<file path="src/rtl/rom_bus_arbiter_if.sv">
// Requester and peripheral-bus signal bundle for rom_bus_arbiter.
// slave = arbiter side, master = requesters plus memory side.
interface rom_bus_arbiter_if #(
  parameter int NREQ = 3,
  parameter int AW   = 32,
  parameter int DW   = 32
);
  logic [NREQ-1:0]    req;
  logic [NREQ-1:0]    req_we;
  logic [NREQ-1:0]    req_lock;
  logic [NREQ*AW-1:0] req_addr;
  logic [NREQ*DW-1:0] req_wdata;
  logic [NREQ-1:0]    ack;
  logic               ack_err;
  logic [DW-1:0]      ack_rdata;
  logic               bus_valid;
  logic               bus_we;
  logic [AW-1:0]      bus_addr;
  logic [DW-1:0]      bus_wdata;
  logic [DW-1:0]      bus_rdata;

  modport slave (
    input  req, req_we, req_lock,
    input  req_addr, req_wdata,
    input  bus_rdata,
    output ack, ack_err, ack_rdata,
    output bus_valid, bus_we,
    output bus_addr, bus_wdata
  );

  modport master (
    output req, req_we, req_lock,
    output req_addr, req_wdata,
    output bus_rdata,
    input  ack, ack_err, ack_rdata,
    input  bus_valid, bus_we,
    input  bus_addr, bus_wdata
  );
endinterface

</file>
<file path="src/rtl/rom_bus_arbiter.sv">
// Round-robin arbiter/sequencer for the peripheral memory bus.
// One access per three cycles: grant, bus cycle, ack.
module rom_bus_arbiter #(
  parameter int NREQ = 3,
  parameter int AW   = 32,
  parameter int DW   = 32
) (
  input logic               clk,
  input logic               rst,
  rom_bus_arbiter_if.slave  bus
);
  localparam int PW = $clog2(NREQ);

  typedef enum logic [1:0] {
    S_IDLE,
    S_ISSUE,
    S_RESP
  } state_t;

  state_t          r_state, w_state_nx;
  logic [PW-1:0]   r_ptr, w_ptr_nx;
  logic [PW-1:0]   r_win, w_win_nx;
  logic            r_lock, w_lock_nx;
  logic            r_ill, w_ill_nx;
  logic            r_bv, w_bv_nx;
  logic            r_bwe, w_bwe_nx;
  logic [AW-1:0]   r_ba, w_ba_nx;
  logic [DW-1:0]   r_bwd, w_bwd_nx;
  logic [NREQ-1:0] r_ack, w_ack_nx;
  logic            r_err, w_err_nx;
  logic [DW-1:0]   r_rd, w_rd_nx;

  logic            w_found;
  logic [PW-1:0]   w_sel;
  int              w_idx;
  logic [AW-1:0]   w_sel_addr;
  logic [DW-1:0]   w_sel_wdata;
  logic            w_sel_we;
  logic            w_ill;

  function automatic logic f_illegal(
    input logic [AW-1:0] a,
    input logic          we
  );
    logic lo, hole, mis, cst, gpr0;
    lo   = a < AW'(32'hffff8000);
    hole = (a >= AW'(32'hffffc200)) &&
           (a <= AW'(32'hffffdfff));
    mis  = a[1:0] != 2'b00;
    cst  = we && (a >= AW'(32'hffffc100)) &&
           (a <= AW'(32'hffffc1ff));
    gpr0 = we && (a == AW'(32'hffffc000));
    return lo | hole | mis | cst | gpr0;
  endfunction

  // Rotating search starting just above the last winner.
  always_comb begin
    w_found = 1'b0;
    w_sel   = '0;
    w_idx   = 0;
    for (int k = 1; k <= NREQ; k++) begin
      w_idx = int'(r_ptr) + k;
      if (w_idx >= NREQ) w_idx = w_idx - NREQ;
      if (!w_found && bus.req[PW'(w_idx)]) begin
        w_found = 1'b1;
        w_sel   = PW'(w_idx);
      end
    end
  end

  assign w_sel_addr  = bus.req_addr[int'(w_sel)*AW +: AW];
  assign w_sel_wdata = bus.req_wdata[int'(w_sel)*DW +: DW];
  assign w_sel_we    = bus.req_we[w_sel];
  assign w_ill       = f_illegal(w_sel_addr, w_sel_we);

  always_comb begin
    w_state_nx = r_state;
    w_ptr_nx   = r_ptr;
    w_win_nx   = r_win;
    w_lock_nx  = r_lock;
    w_ill_nx   = r_ill;
    w_bv_nx    = 1'b0;
    w_bwe_nx   = 1'b0;
    w_ba_nx    = '0;
    w_bwd_nx   = '0;
    w_ack_nx   = '0;
    w_err_nx   = 1'b0;
    w_rd_nx    = '0;
    unique case (r_state)
      S_IDLE: begin
        if (w_found) begin
          w_state_nx = S_ISSUE;
          w_win_nx   = w_sel;
          w_lock_nx  = bus.req_lock[w_sel];
          w_ill_nx   = w_ill;
          if (!w_ill) begin
            w_bv_nx  = 1'b1;
            w_bwe_nx = w_sel_we;
            w_ba_nx  = w_sel_addr;
            w_bwd_nx = w_sel_wdata;
          end
        end
      end
      S_ISSUE: begin
        w_state_nx = S_RESP;
        w_ack_nx   = NREQ'(1) << r_win;
        w_err_nx   = r_ill;
        if (r_bv && !r_bwe) w_rd_nx = bus.bus_rdata;
      end
      S_RESP: begin
        w_state_nx = S_IDLE;
        // Locked winner parks the pointer just below itself.
        if (!r_lock)
          w_ptr_nx = r_win;
        else if (r_win == '0)
          w_ptr_nx = PW'(NREQ - 1);
        else
          w_ptr_nx = r_win - 1'b1;
      end
      default: w_state_nx = S_IDLE;
    endcase
  end

  always_ff @(posedge clk or negedge rst) begin
    if (!rst) begin
      r_state <= S_IDLE;
      r_ptr   <= PW'(NREQ - 1);
      r_win   <= '0;
      r_lock  <= 1'b0;
      r_ill   <= 1'b0;
      r_bv    <= 1'b0;
      r_bwe   <= 1'b0;
      r_ba    <= '0;
      r_bwd   <= '0;
      r_ack   <= '0;
      r_err   <= 1'b0;
      r_rd    <= '0;
    end else begin
      r_state <= w_state_nx;
      r_ptr   <= w_ptr_nx;
      r_win   <= w_win_nx;
      r_lock  <= w_lock_nx;
      r_ill   <= w_ill_nx;
      r_bv    <= w_bv_nx;
      r_bwe   <= w_bwe_nx;
      r_ba    <= w_ba_nx;
      r_bwd   <= w_bwd_nx;
      r_ack   <= w_ack_nx;
      r_err   <= w_err_nx;
      r_rd    <= w_rd_nx;
    end
  end

  assign bus.bus_valid = r_bv;
  assign bus.bus_we    = r_bwe;
  assign bus.bus_addr  = r_ba;
  assign bus.bus_wdata = r_bwd;
  assign bus.ack       = r_ack;
  assign bus.ack_err   = r_err;
  assign bus.ack_rdata = r_rd;
endmodule

</file>
<file path="src/flat_wrapper.sv">
// flat-port wrapper written by rule: the top's interface ports become plain ports
module rom_bus_arbiter_flat 
#(
  parameter int NREQ = 3,
  parameter int AW   = 32,
  parameter int DW   = 32
)
  (clk, rst, bus_req, bus_req_we, bus_req_lock, bus_req_addr, bus_req_wdata, bus_bus_rdata, bus_ack, bus_ack_err, bus_ack_rdata, bus_bus_valid, bus_bus_we, bus_bus_addr, bus_bus_wdata);
  rom_bus_arbiter_if #(.NREQ(NREQ), .AW(AW), .DW(DW)) bus_i ();
  input logic clk;
  input logic rst;
  input wire logic [$bits(bus_i.req)-1:0] bus_req;
  input wire logic [$bits(bus_i.req_we)-1:0] bus_req_we;
  input wire logic [$bits(bus_i.req_lock)-1:0] bus_req_lock;
  input wire logic [$bits(bus_i.req_addr)-1:0] bus_req_addr;
  input wire logic [$bits(bus_i.req_wdata)-1:0] bus_req_wdata;
  input wire logic [$bits(bus_i.bus_rdata)-1:0] bus_bus_rdata;
  output wire logic [$bits(bus_i.ack)-1:0] bus_ack;
  output wire logic [$bits(bus_i.ack_err)-1:0] bus_ack_err;
  output wire logic [$bits(bus_i.ack_rdata)-1:0] bus_ack_rdata;
  output wire logic [$bits(bus_i.bus_valid)-1:0] bus_bus_valid;
  output wire logic [$bits(bus_i.bus_we)-1:0] bus_bus_we;
  output wire logic [$bits(bus_i.bus_addr)-1:0] bus_bus_addr;
  output wire logic [$bits(bus_i.bus_wdata)-1:0] bus_bus_wdata;
  assign bus_i.req = bus_req;
  assign bus_i.req_we = bus_req_we;
  assign bus_i.req_lock = bus_req_lock;
  assign bus_i.req_addr = bus_req_addr;
  assign bus_i.req_wdata = bus_req_wdata;
  assign bus_i.bus_rdata = bus_bus_rdata;
  assign bus_ack = bus_i.ack;
  assign bus_ack_err = bus_i.ack_err;
  assign bus_ack_rdata = bus_i.ack_rdata;
  assign bus_bus_valid = bus_i.bus_valid;
  assign bus_bus_we = bus_i.bus_we;
  assign bus_bus_addr = bus_i.bus_addr;
  assign bus_bus_wdata = bus_i.bus_wdata;
  rom_bus_arbiter #(.NREQ(NREQ), .AW(AW), .DW(DW)) u_core (.clk(clk), .rst(rst), .bus(bus_i));
endmodule
</file>
<file path="config.mk">
export PLATFORM = sky130hd
export DESIGN_NAME = rom_bus_arbiter_flat
export DESIGN_NICKNAME = d
export VERILOG_FILES = /design/src/rtl/rom_bus_arbiter_if.sv /design/src/rtl/rom_bus_arbiter.sv /design/src/flat_wrapper.sv
export SDC_FILE = /design/constraint.sdc
export NUM_CORES = 1
export LEC_CHECK = 0
export BUFFER_PORTS_ARGS = -buffer_cell sky130_fd_sc_hd__buf_2
export CORE_AREA = 2 2 151 153
export CTS_CLUSTER_DIAMETER = 150
export DETAILED_ROUTE_END_ITERATION = 12
export DIE_AREA = 0 0 153 155
export PLACE_DENSITY = 0.46
export SYNTH_ARGS = -nofsm -noshare
export SYNTH_HDL_FRONTEND = slang
export SYNTH_SLANG_ARGS = --single-unit
</file>
<file path="constraint.sdc">
create_clock -name clk -period 6.14 [get_ports clk]
set_input_delay 1.228 -clock clk [delete_from_list [all_inputs] [get_ports clk]]
set_output_delay 1.228 -clock clk [all_outputs]
set_load 0.05 [all_outputs]
</file>
### Word-level counts from Yosys, hierarchy flattened

Index checks and enable logic that the tools add are counted.

| word-level totals | value |
|---|---|
| flip-flop bits (word level) | 110 |
| logic and storage cells | 98 |

| cells by class | value |
|---|---|
| add/subtract/negate cells | 7 |
| $lt $le $gt $ge | 12 |
| equal/unequal tests | 4 |
| shift operators | 3 |
| mux-type cells | 42 |
| bitwise operators | 4 |
| reductions and logical operators | 14 |

Operators with widths:

| kind | count |
|---|---|
| two-way mux 32 bit | 8 |
| variable part select 96 x 8 -> 32 bit | 2 |
| greater-or-equal comparator 32 bit, second input constant | 2 |
| <= comparator 32 bit, second input constant | 2 |
| == test 32 bit, second input constant | 1 |
| less-than comparator 32 bit, second input constant | 1 |
| two-way mux 1 bit | 18 |
| two-way mux 2 bit | 9 |
| less-than comparator 2 x 4 -> 1 bit, second input constant | 3 |
| binary-select mux 1 bit (select 2 bit) | 5 |
| greater-or-equal comparator 3 x 2 -> 1 bit, second input constant | 3 |
| subtractor 2 x 1 -> 2 bit, second input constant | 4 |
| logical AND 1 bit | 7 |
| adder 2 x 2 -> 3 bit, second input constant | 2 |
| logical NOT 2 bit | 2 |
| OR 1 bit | 4 |
| case mux 2 bit (2 select lines) | 1 |
| adder 2 x 1 -> 3 bit, second input constant | 1 |
| logical NOT 1 bit | 3 |
| less-than comparator 2 x 3 -> 1 bit, second input constant | 1 |
| two-way mux 3 bit | 1 |
| << shifter 1 x 2 -> 3 bit, first input constant | 1 |
| == test 2 x 1 -> 1 bit, second input constant | 1 |
| == test 2 bit, second input constant | 1 |
| other kinds (3) | 3 |

### Logic depth before layout (Yosys ltp)

| logic depth | value |
|---|---|
| depth after elaboration | 23 |
| mapped depth | 13 |
| mapped depth without buffers | 10 |

### Worst setup path before layout

OpenSTA, ideal clock, no wires.

| path | value |
|---|---|
| kind | input-to-reg |
| start | input bus_req[2] |
| end | register u_core.r_ba[12] (netlist: u_core.bus.bus_addr[12]) |
| library setup time | 0.139 ns |
| arrival time | 3.474 ns |
| setup slack | 2.527 ns |
| stages | 10 |
| buffers on the path | 2 |
| cells stage by stage | and2b_1 > o21ai_0 > a211o_1 > buf_6 > or4_1 > a32oi_1 > o311ai_1 > a211oi_4 > buf_6 > nor3_1 |

| on the way | value |
|---|---|
| cells in the longest elaborated chain, start to end | 20 |
| elaborated cells between the ends (all ways) | 40 |
| classes of those cells | 5 x order compare; 1 x eq/ne; 1 x shift; 20 x mux; 4 x bitwise; 9 x reduce/logical |

Ends and longest elaborated chain:

| element | RTL line | source |
|---|---|---|
| start: declaration | flat_wrapper.sv:12 | `input wire logic [$bits(bus_i.req)-1:0] bus_req;` |
| binary-select mux 1 bit (select 2 bit) | rom_bus_arbiter.sv:64 | `if (!w_found && bus.req[PW'(w_idx)]) begin` |
| two-way mux 1 bit (implied by the code) (2 in a row) | rom_bus_arbiter.sv:64 |  |
| two-way mux 1 bit | rom_bus_arbiter.sv:64 |  |
| logical NOT 1 bit | rom_bus_arbiter.sv:64 |  |
| logical AND 1 bit | rom_bus_arbiter.sv:64 |  |
| two-way mux 1 bit | rom_bus_arbiter.sv:64 |  |
| logical NOT 1 bit | rom_bus_arbiter.sv:64 |  |
| logical AND 1 bit | rom_bus_arbiter.sv:64 |  |
| two-way mux 2 bit | rom_bus_arbiter.sv:64 |  |
| variable part select 96 x 8 -> 32 bit | rom_bus_arbiter.sv:71 | `assign w_sel_addr = bus.req_addr[int'(w_sel)*AW +: AW];` |
| greater-or-equal comparator 32 bit or <= comparator 32 bit (tied branches) | rom_bus_arbiter.sv:47, rom_bus_arbiter.sv:48 |  |
| logical AND 1 bit | rom_bus_arbiter.sv:47 | `hole = (a >= AW'(32'hffffc200)) &&` |
| OR 1 bit (4 in a row) | rom_bus_arbiter.sv:53 | `return lo \| hole \| mis \| cst \| gpr0;` |
| two-way mux 32 bit | rom_bus_arbiter.sv:96 | `if (!w_ill) begin` |
| two-way mux 32 bit * | rom_bus_arbiter.sv:91 | `if (w_found) begin` |
| two-way mux 32 bit * | rom_bus_arbiter.sv:89 | `unique case (r_state)` |
| net u_core.w_ba_nx[12] | rom_bus_arbiter.sv:27 | `logic [AW-1:0] r_ba, w_ba_nx;` |
| end signal: assignment | rom_bus_arbiter.sv:146 | `r_ba <= w_ba_nx;` |
| end: declaration | rom_bus_arbiter.sv:27 |  |

The timed path passes the listed nets; every way through them passes the cells marked *. The select of a mux whose other input is x is not followed.
A chain may end at the register's enable or synchronous reset.

### Worst setup path in the final report

| path | value |
|---|---|
| start | input bus_req[0] |
| end | register u_core.r_bwd[24] (netlist: u_core.bus.bus_wdata[24]) |

| on the way | value |
|---|---|
| cells in the longest elaborated chain, start to end | 20 |
| elaborated cells between the ends (all ways) | 41 |
| classes of those cells | 5 x order compare; 1 x eq/ne; 2 x shift; 20 x mux; 4 x bitwise; 9 x reduce/logical |

Ends and longest elaborated chain:

| element | RTL line | source |
|---|---|---|
| binary-select mux 1 bit (select 2 bit) | rom_bus_arbiter.sv:64 |  |
| two-way mux 1 bit (implied by the code) (2 in a row) | rom_bus_arbiter.sv:64 |  |
| two-way mux 1 bit | rom_bus_arbiter.sv:64 |  |
| logical NOT 1 bit | rom_bus_arbiter.sv:64 |  |
| logical AND 1 bit | rom_bus_arbiter.sv:64 |  |
| two-way mux 1 bit | rom_bus_arbiter.sv:64 |  |
| logical NOT 1 bit | rom_bus_arbiter.sv:64 |  |
| logical AND 1 bit | rom_bus_arbiter.sv:64 |  |
| two-way mux 2 bit | rom_bus_arbiter.sv:64 |  |
| variable part select 96 x 8 -> 32 bit | rom_bus_arbiter.sv:71 |  |
| greater-or-equal comparator 32 bit or <= comparator 32 bit (tied branches) | rom_bus_arbiter.sv:47, rom_bus_arbiter.sv:48 |  |
| logical AND 1 bit | rom_bus_arbiter.sv:47 |  |
| OR 1 bit (4 in a row) | rom_bus_arbiter.sv:53 |  |
| two-way mux 32 bit | rom_bus_arbiter.sv:96 |  |
| two-way mux 32 bit * | rom_bus_arbiter.sv:91 |  |
| two-way mux 32 bit * | rom_bus_arbiter.sv:89 |  |
| net u_core.w_bwd_nx[24] | rom_bus_arbiter.sv:28 | `logic [DW-1:0] r_bwd, w_bwd_nx;` |
| end signal: assignment | rom_bus_arbiter.sv:147 | `r_bwd <= w_bwd_nx;` |
| end: declaration | rom_bus_arbiter.sv:28 |  |

Marks and branches as above.

==> reports/results.ini <==
[drt]
routed_wl_um = 19200
drt_iter0_markers = 291
postRouteAntennaNets = 0
drtPass1Iterations = 4
wl_per_cell_um = 16.2
route.vias.total = 5398
via_per_inst = 4.56
route.detailed.drc = 0

[worst_setup_path]
reg2reg_from = u_core.r_ptr[1]
slowest_stage = a32o_4
cp_max_fo = 89
critPathLaunchType = input port
path_class = input port to register
required_ps = 6340
r2r_cells = 11
crit_chain = buf_2, nor4b_1, a32o_4, mux2i_1, mux2i_1, nor4_1, o311ai_1, a211oi_4, buf_4, nor3_1
cp_common_cell = mux2i_1
critPathArrivalTime_ps = 4540
crit_buf_inv = 2
r2r_slack_ps = 1860
crit_family = compound AO/OA/AOI/OAI gates
critPathCaptureType = register
r2r-end = u_core.bus.bus_wdata[24]
max_stage_delay_ps = 790

[yosys]
synthMuxAreaShare = 0.0196
ys_top_cells_by_count = nand2_1 (111), dfrtp_1 (109), a21oi_1 (85)
synth_top_area_share = 0.520
synth-compound-area-share = 0.136
synth-simple-area-share = 0.258
synth.area.top_cells = dfrtp_1 (52%), a21oi_1 (8.1%), nand2_1 (7.9%)
synth_top_family_by_area = simple AND/OR/NAND/NOR gates
synth_seq_cells = 110
synth.avg_cell_area_um2 = 9.09
yosysTopAreaCell = dfrtp_1
synthFlopType = dfrtp_1
yosysMostFrequentCell = nand2_1
synth.distinct_cells = 49
yosysWarnings = 0
synth_adder_area_share = 0.0191
synth_edf_count = 0
mappedNetlistArea_um2 = 5250
syn_inst = 577
seq_area_frac_synth = 0.525
async_flop_share = 1.00
synthXorXnorAreaFrac = 0

[global_route]
grt_first_pass_wirelength_um = 29900
grt_usage = 0.160
antenna_found_initial = 0
gr-total-overflow = 0
grt_pass1_vias = 5342
grt_max_degree = 90

[clock_network]
clkLatencyLatePin_ps = 350
cts_max_level = 3
cts-hold-fix-buffers = 0
cts_sinks = 110
postCtsSetupBuffers = 0
numCtsBuffers = 9
root_buffer = clkbuf_16
cts_tree = yes
cts_max_path_buffers = 2
path_clk_slew_ps = 70
cts_resized = 0

[outcome]
status = complete, no violations

[place]
place.gp.congestion = 0.827
portBuffers = 336
dpl_cell_area_um2 = 7170
post-place-cells = 1168
post-place-ws_ps = 1360
dp_hpwl_um = 14800

[timing]
maxSlewViolCount = 0
max_slew.worst_pin.slew_ps = 967
setup_tns_ps = 0
setup_slack_ps = 1800
fin_crit_ps = 4340
hold_violations = 0
rsz0062_at_grt = no
relSlewSlack = 0.355
fmax_mhz = 230
whs_ps = 491
fin_skew_ps = 6.24
min_period_over_period = 0.707
finalSetupViolations = 0

[pwr]
p_comb_frac = 0.502
netSwitchingFraction = 0.451
p_int_mw = 1.50
seq_power_share = 0.287
total_power_mw = 2.73
cellPowerDensity_nw_per_um2 = 366
irDropWorstVdd_v = 0.000161
clockPowerShare = 0.211
p_leak_nw = 4.04
power.switching_mw = 1.23

[die]
rows = 55
start_util = 0.236
core-area_um2 = 22200
dieWidth_um = 153
fp.dieArea_um2 = 23700
io_pins = 337
dieHeight_um = 155

[layout]
syn2layout_area_growth_pct = 42.3
final_cells = 1184
antenna_cells = 0
drive_gt1_frac = 0.410
design_area_um2 = 7460
utilization = 0.336
nNetsFinal = 1137

[worst_hold_path]
hold_path.class = register to register
hold_end = u_core.bus.ack_err
whs_path_depth = 1
worstHoldStart = u_core.r_ill

[job]
drv_cap = 0

## worst max-delay path by stage
| stage | from | endpoint | slack, ps | cells after the start |
|---|---|---|---|---|
| after global routing | u_core.r_ptr[1] | u_core.bus.bus_wdata[29] | 1420 | 11 |
| after CTS | bus_req[0] | u_core.bus.bus_wdata[29] | 1730 | 10 |
| after global placement | bus_req[0] | u_core.bus.bus_addr[6] | 1440 | 10 |
| after detailed placement | bus_req[0] | u_core.bus.bus_wdata[29] | 1360 | 10 |
| after floorplan | bus_req[2] | u_core.bus.bus_addr[12] | 2530 | 10 |
| final | bus_req[0] | u_core.bus.bus_wdata[24] | 1800 | 10 |
## cells by family (layout without fill, tap and decap cells)
family,after synthesis,after routing
compound gates,121,121
fa+ha+maj,8,8
buf+inv,44,365
flops,110,110
mux,10,10
other cells,1,2
simple gates,283,283
## registers in the layout, summed over array words and instances, names as in the netlist
register / cells
u_core.bus.ack_rdata: 32
u_core.bus.bus_addr: 32
u_core.bus.bus_wdata: 32
u_core.bus.ack: 3
u_core.r_ptr: 2
u_core.r_state: 2
u_core.r_win: 2
u_core.bus.ack_err: 1
u_core.bus.bus_valid: 1
u_core.bus.bus_we: 1
u_core.r_ill: 1
u_core.r_lock: 1
## power groups by stage
stage	registers, mW	clock network [mW]	logic (mW)
after global routing	0.789	0.638	1.56
after global placement	0.798	0	1.41
final	0.783	0.576	1.37
after detailed placement	0.798	0	1.38
after floorplan	0.826	0	0.979
after CTS	0.784	0.604	1.39
## cell usage in the layout, fill, tap and decap left out, types with 3 or more instances in the layout
cell type  instances
dfrtp_1          109
nand4_1           19
buf_4              8
and3_1             4
inv_1              6
a21boi_0           3
nor4_1            10
buf_2            335
nand2b_1           3
a31oi_1            4
clkbuf_16          9
nand2_1          110
and2_1            36
nor3_1            48
inv_6              3
a21oi_1           85
mux2i_1            8
nor2_1            33
ha_1               8
o21ai_0            8
nand3_1            9
## worst reg2reg max path: stages, from the launching register on
cell	delay, ps
dfstp_2	570
inv_1	60
ha_1	260
nor4b_1	490
a32o_4	790
mux2i_1	300
mux2i_1	110
nor4_1	330
o311ai_1	200
a211oi_4	250
buf_4	600
nor3_1	160
## layer usage
| metal | up-vias | wire length [um] | GRT usage |
|---|---|---|---|
| li1 | 2629 | - | - |
| met1 | 2539 | 8500 | 0.216 |
| met2 | 215 | 9180 | 0.260 |
| met3 | 15 | 1230 | 0.0426 |
| met4 | 0 | 235 | 0.0331 |
| met5 | - | 0 | 0 |
## final cells by class
cell class	count	area, um2
fillers	2418	14800
flip-flops and latches	110	2750
multi-input cells	424	2300
repair buffers	343	1740
well taps	285	357
clock buffers	10	229
clock inverters	6	62.6
inverters	6	22.5
Note: power is estimated with default switching activity, not from simulation.
